<file path="src/rtl/clk_div_ctrl_pkg.sv">
// Shared types and defaults for the run-time clock divider controller.
package clk_div_ctrl_pkg;

  typedef enum logic [1:0] {
    IDLE     = 2'd0,
    RUN      = 2'd1,
    STOPPING = 2'd2
  } state_e;

  localparam int DEF_WIDTH = 32;
  localparam int DEF_DIV   = 1;

endpackage

</file>
<file path="src/rtl/clk_div_core.sv">
// Divide-by-n engine: half-period counter, toggle flop and divisor register with a load port.
module clk_div_core #(
  parameter int WIDTH       = 32,
  parameter int DEFAULT_DIV = 1
) (
  input  logic             clk,
  input  logic             rst,
  input  logic             en,
  input  logic             clr,
  input  logic             load,
  input  logic [WIDTH-1:0] load_div,
  output logic             div_clk,
  output logic             div_tick,
  output logic             fall,
  output logic [WIDTH-1:0] cur_div
);

  logic [WIDTH-1:0] count_q, count_d;
  logic [WIDTH-1:0] div_q, div_d;
  logic             clk_q, clk_d;
  logic             tick_q, tick_d;
  logic             wrap;

  // The divisor is never zero, so div_q-1 cannot underflow.
  assign wrap = en && (count_q == div_q - WIDTH'(1));
  assign fall = wrap && clk_q;

  always_comb begin
    count_d = count_q;
    clk_d   = clk_q;
    div_d   = div_q;
    tick_d  = wrap;
    if (wrap) begin
      count_d = '0;
      clk_d   = ~clk_q;
    end else if (clr) begin
      count_d = '0;
    end else if (en) begin
      count_d = count_q + WIDTH'(1);
    end
    if (load) begin
      div_d   = load_div;
      count_d = '0;
    end
  end

  always_ff @(posedge clk) begin
    if (rst) begin
      count_q <= '0;
      div_q   <= WIDTH'(DEFAULT_DIV);
      clk_q   <= 1'b0;
      tick_q  <= 1'b0;
    end else begin
      count_q <= count_d;
      div_q   <= div_d;
      clk_q   <= clk_d;
      tick_q  <= tick_d;
    end
  end

  assign div_clk  = clk_q;
  assign div_tick = tick_q;
  assign cur_div  = div_q;

endmodule

</file>
<file path="src/rtl/clk_div_ctrl.sv">
// Divisor controller: round-robin update arbitration, one pending slot, glitch-free start/stop.
// Optional statistics outputs are enabled with `define CLK_DIV_CTRL_STATS_EN.
module clk_div_ctrl
  import clk_div_ctrl_pkg::*;
#(
  parameter int WIDTH       = DEF_WIDTH,
  parameter int NUM_REQ     = 2,
  parameter int DEFAULT_DIV = DEF_DIV
) (
  input  logic                     clk,
  input  logic                     rst,
  input  logic                     run,
  input  logic [NUM_REQ-1:0]       req_valid,
  input  logic [NUM_REQ*WIDTH-1:0] req_div,
  output logic [NUM_REQ-1:0]       req_ready,
  output logic                     req_err,
  output logic                     div_clk,
  output logic                     div_tick,
  output logic [WIDTH-1:0]         cur_div,
  output logic                     busy
`ifdef CLK_DIV_CTRL_STATS_EN
  ,
  output logic [15:0]              period_cnt,
  output logic                     err_sticky
`endif
);

  localparam int PW = (NUM_REQ > 1) ? $clog2(NUM_REQ) : 1;

  state_e           state_q, state_d;
  logic             pend_q, pend_d;
  logic [WIDTH-1:0] pdiv_q, pdiv_d;
  logic [PW-1:0]    ptr_q, ptr_d;
  logic             err_q, err_d;

  logic [NUM_REQ-1:0] grant;
  logic               gnt_any;
  logic [WIDTH-1:0]   gnt_div;
  logic [PW-1:0]      gnt_next;
  int                 idx;

  logic core_en, core_clr, apply, fall;

  clk_div_core #(
    .WIDTH      (WIDTH),
    .DEFAULT_DIV(DEFAULT_DIV)
  ) u_core (
    .clk     (clk),
    .rst     (rst),
    .en      (core_en),
    .clr     (core_clr),
    .load    (apply),
    .load_div(pdiv_q),
    .div_clk (div_clk),
    .div_tick(div_tick),
    .fall    (fall),
    .cur_div (cur_div)
  );

  // Round-robin search starting at the pointer; only offered while the slot is empty.
  always_comb begin
    grant    = '0;
    gnt_any  = 1'b0;
    gnt_div  = '0;
    gnt_next = '0;
    idx      = 0;
    if (!pend_q && !rst) begin
      for (int off = 0; off < NUM_REQ; off++) begin
        idx = int'(ptr_q) + off;
        if (idx >= NUM_REQ) idx = idx - NUM_REQ;
        if (!gnt_any && req_valid[idx]) begin
          gnt_any    = 1'b1;
          grant[idx] = 1'b1;
          gnt_div    = req_div[idx*WIDTH +: WIDTH];
          gnt_next   = (idx == NUM_REQ - 1) ? '0 : PW'(idx + 1);
        end
      end
    end
  end

  always_comb begin
    core_en  = (state_q == RUN && (run || div_clk)) || state_q == STOPPING;
    core_clr = (state_q == RUN) && !run && !div_clk;
    apply    = pend_q && (state_q == IDLE || fall);
    state_d  = state_q;
    pend_d   = pend_q;
    pdiv_d   = pdiv_q;
    ptr_d    = ptr_q;
    err_d    = 1'b0;
    case (state_q)
      IDLE:     if (run) state_d = RUN;
      RUN: begin
        if (!run) state_d = (div_clk && !fall) ? STOPPING : IDLE;
      end
      STOPPING: begin
        if (run)       state_d = RUN;
        else if (fall) state_d = IDLE;
      end
      default:  state_d = IDLE;
    endcase
    if (apply) pend_d = 1'b0;
    // A zero divisor completes its handshake but is discarded and flagged.
    if (gnt_any) begin
      ptr_d = gnt_next;
      if (gnt_div == '0) begin
        err_d = 1'b1;
      end else begin
        pend_d = 1'b1;
        pdiv_d = gnt_div;
      end
    end
  end

  always_ff @(posedge clk) begin
    if (rst) begin
      state_q <= IDLE;
      pend_q  <= 1'b0;
      pdiv_q  <= '0;
      ptr_q   <= '0;
      err_q   <= 1'b0;
    end else begin
      state_q <= state_d;
      pend_q  <= pend_d;
      pdiv_q  <= pdiv_d;
      ptr_q   <= ptr_d;
      err_q   <= err_d;
    end
  end

  assign req_ready = grant;
  assign req_err   = err_q;
  assign busy      = pend_q || (state_q == STOPPING);

`ifdef CLK_DIV_CTRL_STATS_EN
  logic [15:0] period_q;
  logic        sticky_q;

  always_ff @(posedge clk) begin
    if (rst) begin
      period_q <= '0;
      sticky_q <= 1'b0;
    end else begin
      period_q <= period_q + (fall ? 16'd1 : 16'd0);
      sticky_q <= sticky_q | err_q;
    end
  end

  assign period_cnt = period_q;
  assign err_sticky = sticky_q;
`endif

endmodule
</file>
<file path="config.mk">
export PLATFORM = sky130hd
export DESIGN_NAME = clk_div_ctrl
export DESIGN_NICKNAME = d
export VERILOG_FILES = /design/src/rtl/clk_div_ctrl_pkg.sv /design/src/rtl/clk_div_core.sv /design/src/rtl/clk_div_ctrl.sv
export SDC_FILE = /design/constraint.sdc
export NUM_CORES = 1
export LEC_CHECK = 0
export CAP_MARGIN = 10
export CORE_MARGIN = 1
export CORE_UTILIZATION = 45
export CTS_CLUSTER_DIAMETER = 150
export CTS_CLUSTER_SIZE = 40
export DETAILED_ROUTE_END_ITERATION = 16
export PLACE_DENSITY = 0.7
export SYNTH_ARGS = -nofsm -noshare
export SYNTH_HDL_FRONTEND = slang
export SYNTH_HIERARCHICAL = 1
export SYNTH_SLANG_ARGS = --single-unit
</file>
<file path="constraint.sdc">
create_clock -name clk -period 4.7 [get_ports clk]
set_input_delay 1.175 -clock clk [delete_from_list [all_inputs] [get_ports clk]]
set_output_delay 1.175 -clock clk [all_outputs]
set_load 0.02 [all_outputs]
</file>
==> impl_metrics.ini <==
[outcome]
status = complete, no violations

[sta]
fin_worst_skew_ps = 5.57
fin_crit_ps = 4240
rsz0062_at_grt = no
fin_crit_sh = 0.903
setup_tns_ps = 0
fmax_ghz = 0.236
slew_headroom = 0.460
finalMaxSlewViolations = 0
hold_viol_final = 0
worstMarginPinSlew_ps = 804
setup_viol = 0

[critical_path]
r2r-start = u_core/cur_div[0]$_SDFFE_PP1P_
crit_path_start = u_core/cur_div[0]$_SDFFE_PP1P_
cp-end-kind = flop
cp_max_fo = 34
start_kind = flop
crit_arrival_ps = 4450
path_class = reg -> reg
cp.required_ps = 4900

[yosys]
synth_cell_types = 59
synth_top_area_frac = 0.334
synth-seq-cells = 103
synth.area.top_cells = dfxtp_1 33%, mux2i_1 5.5%, xor2_1 5.4%
synth_ff_type = dfxtp_1
yosysSeqAreaShare = 0.334
yosysTopAreaCell = dfxtp_1
avgSynthCellArea_um2 = 8.59
synthCells = 719
synth_area_mm2 = 0.00617
synth.most_common_cell = dfxtp_1
ys_async_sr_fraction = 0
syn_nets = 790
ys_top_cells_by_count = 103 x dfxtp_1, 68 x nor2_1, 54 x nand3_1
yosys_warnings = 6
synth_edf_count = 0

[power_and_ir_drop]
peakVddDrop_mv = 0.166
total_leakage_power_uw = 0.00260
p_total_uw = 2150
p_per_area_mw_per_mm2 = 286

[drt]
finalWirelength_mm = 16.9
vias_per_cell = 6.00
drtIter0Drc = 562
wl_per_cell_um = 17.4
first_pass_iters = 7
ant_nets = 0
vias = 5848
drc = 0

[cts]
post_cts_buffers = 0
cts-resized-gates = 0
cts_buffer_depth = 2
cts_tree = done
clkTransAtPathRegs_ps = 80
cts-root-buf = clkbuf_16
clk_latency_ps = 350
cts.sinks = 103
cts_buffers = 9
cts_max_level = 3
holdBufCountCts = 0

[cells_and_area]
antenna_cells = 0
final_nets = 865
multi_input_area_mm2 = 0.00373
seq_area_mm2 = 0.00206
drive_gt1_frac = 0.0976
area_growth_pct = 22.2
fillerInstances = 1193

[die]
die_h_um = 119
initial_core_util = 0.464
pin_count = 107
rows = 42
die_w_um = 119
core_area_mm2 = 0.0133
fp.dieArea_mm2 = 0.0142

[global_routing]
antenna_found_initial = 0
grt_pass1_wl_mm = 27.4
grt_pass1_vias = 5517
grt_max_degree = 73
grt_overflow = 0
grt_usage = 0.237

[flow_run]
maxCapViolCount = 0

[placed_design]
port_buffers = 106
gp_congestion = 0.945
place_hpwl_mm = 12.3

[min_path]
worst_hold_path_type = reg -> reg
worstHoldStart = pdiv_q[16]$_SDFFE_PP0P_
[kinds of logic after synthesis]
logic type / count (synthesis) / share of synthesized area
simple gates: 305 / 0.267
compound gates: 141 / 0.178
flops: 103 / 0.334
xor+xnor: 68 / 0.0965
buf+inv: 65 / 0.0636
mux: 35 / 0.0570
fa+ha+maj: 2 / 0.00405
[flip-flops by register name, summed over array words and instances, names as in the netlist]
signal	cells
u_core/div_tick	1
u_core/count_q	32
ptr_q	1
pend_q	1
req_err	1
state_q	2
u_core/div_clk	1
pdiv_q	32
u_core/cur_div	32
[worst paths after layout]
path                                                  endpoint  cells past startpoint  slack (ps)
worst max register to register  u_core/cur_div[4]$_SDFFE_PP0P_                     14         460
worst min-delay path                   pdiv_q[16]$_SDFFE_PP0P_                      2         470
worst min register to register         pdiv_q[16]$_SDFFE_PP0P_                      2         470
worst max-delay path            u_core/cur_div[4]$_SDFFE_PP0P_                     14         460
[per-layer routing]
metal	global-route usage	share of wire	vias up
met4	0.0807	0.016	0
met3	0.0345	0.060	21
li1	-	-	2834
met1	0.323	0.46	2761
met5	0	0	-
met2	0.383	0.46	232
[worst max-delay path, stage by stage, from the launching register on]
cell and delay, ps:
dfxtp_1 400, inv_1 130, ha_1 290, or3b_2 560, or4_4 560, a211oi_1 210
and3b_1 200, a211o_1 310, or3_4 430, nor3_1 210, nor2_1 110, nor2_4 120
buf_12 250, mux2i_1 230, nor2_1 70
[where the power goes]
part | total [µW] | switching (µW) | internal (µW)
Sequential | 941 | 36.1 | 905
Clock | 743 | 367 | 375
Combinational | 471 | 252 | 219
Total | 2150 | 655 | 1500
[final cells by class]
class                           instances  area share
Tap cell                              176      0.0292
Clock buffer                           10      0.0304
Multi-Input combinational cell        551       0.495
Inverter                                8     0.00398
Timing Repair Buffer                  121       0.160
Clock inverter                          6     0.00796
Sequential cell                       103       0.273
[placed cells by master (no fill, tap or decap), drive strengths merged, types with 3 or more instances in the layout]
cell	n
a211oi	4
a21o	32
a21oi	39
a31oi	5
a32oi	32
and2	4
and3	8
and4	7
buf	16
clkbuf	10
clkdlybuf4s50	105
dfxtp	103
inv	12
mux2i	34
nand2	22
nand2b	6
nand3	54
nand3b	3
nand4	19
nor2	68
nor2b	5
nor3	48
nor3b	4
nor4	33
o211ai	3
o21a	4
o21ai	7
or3	8
or4	7
xnor2	30
xor2	38
[per-stage QoR]
stage	utilization	hold WS [ps]	cell area, µm²	cells	worst slack (ps)
floorplan	-	441	6170	719	428
CTS	0.567	472	7540	975	512
finish	0.567	468	7540	975	456
global placement	0.546	457	7250	959	483
global route	0.567	489	7540	975	279
detailed placement	0.546	462	7250	959	386
Power figures use the tool's default switching activity.
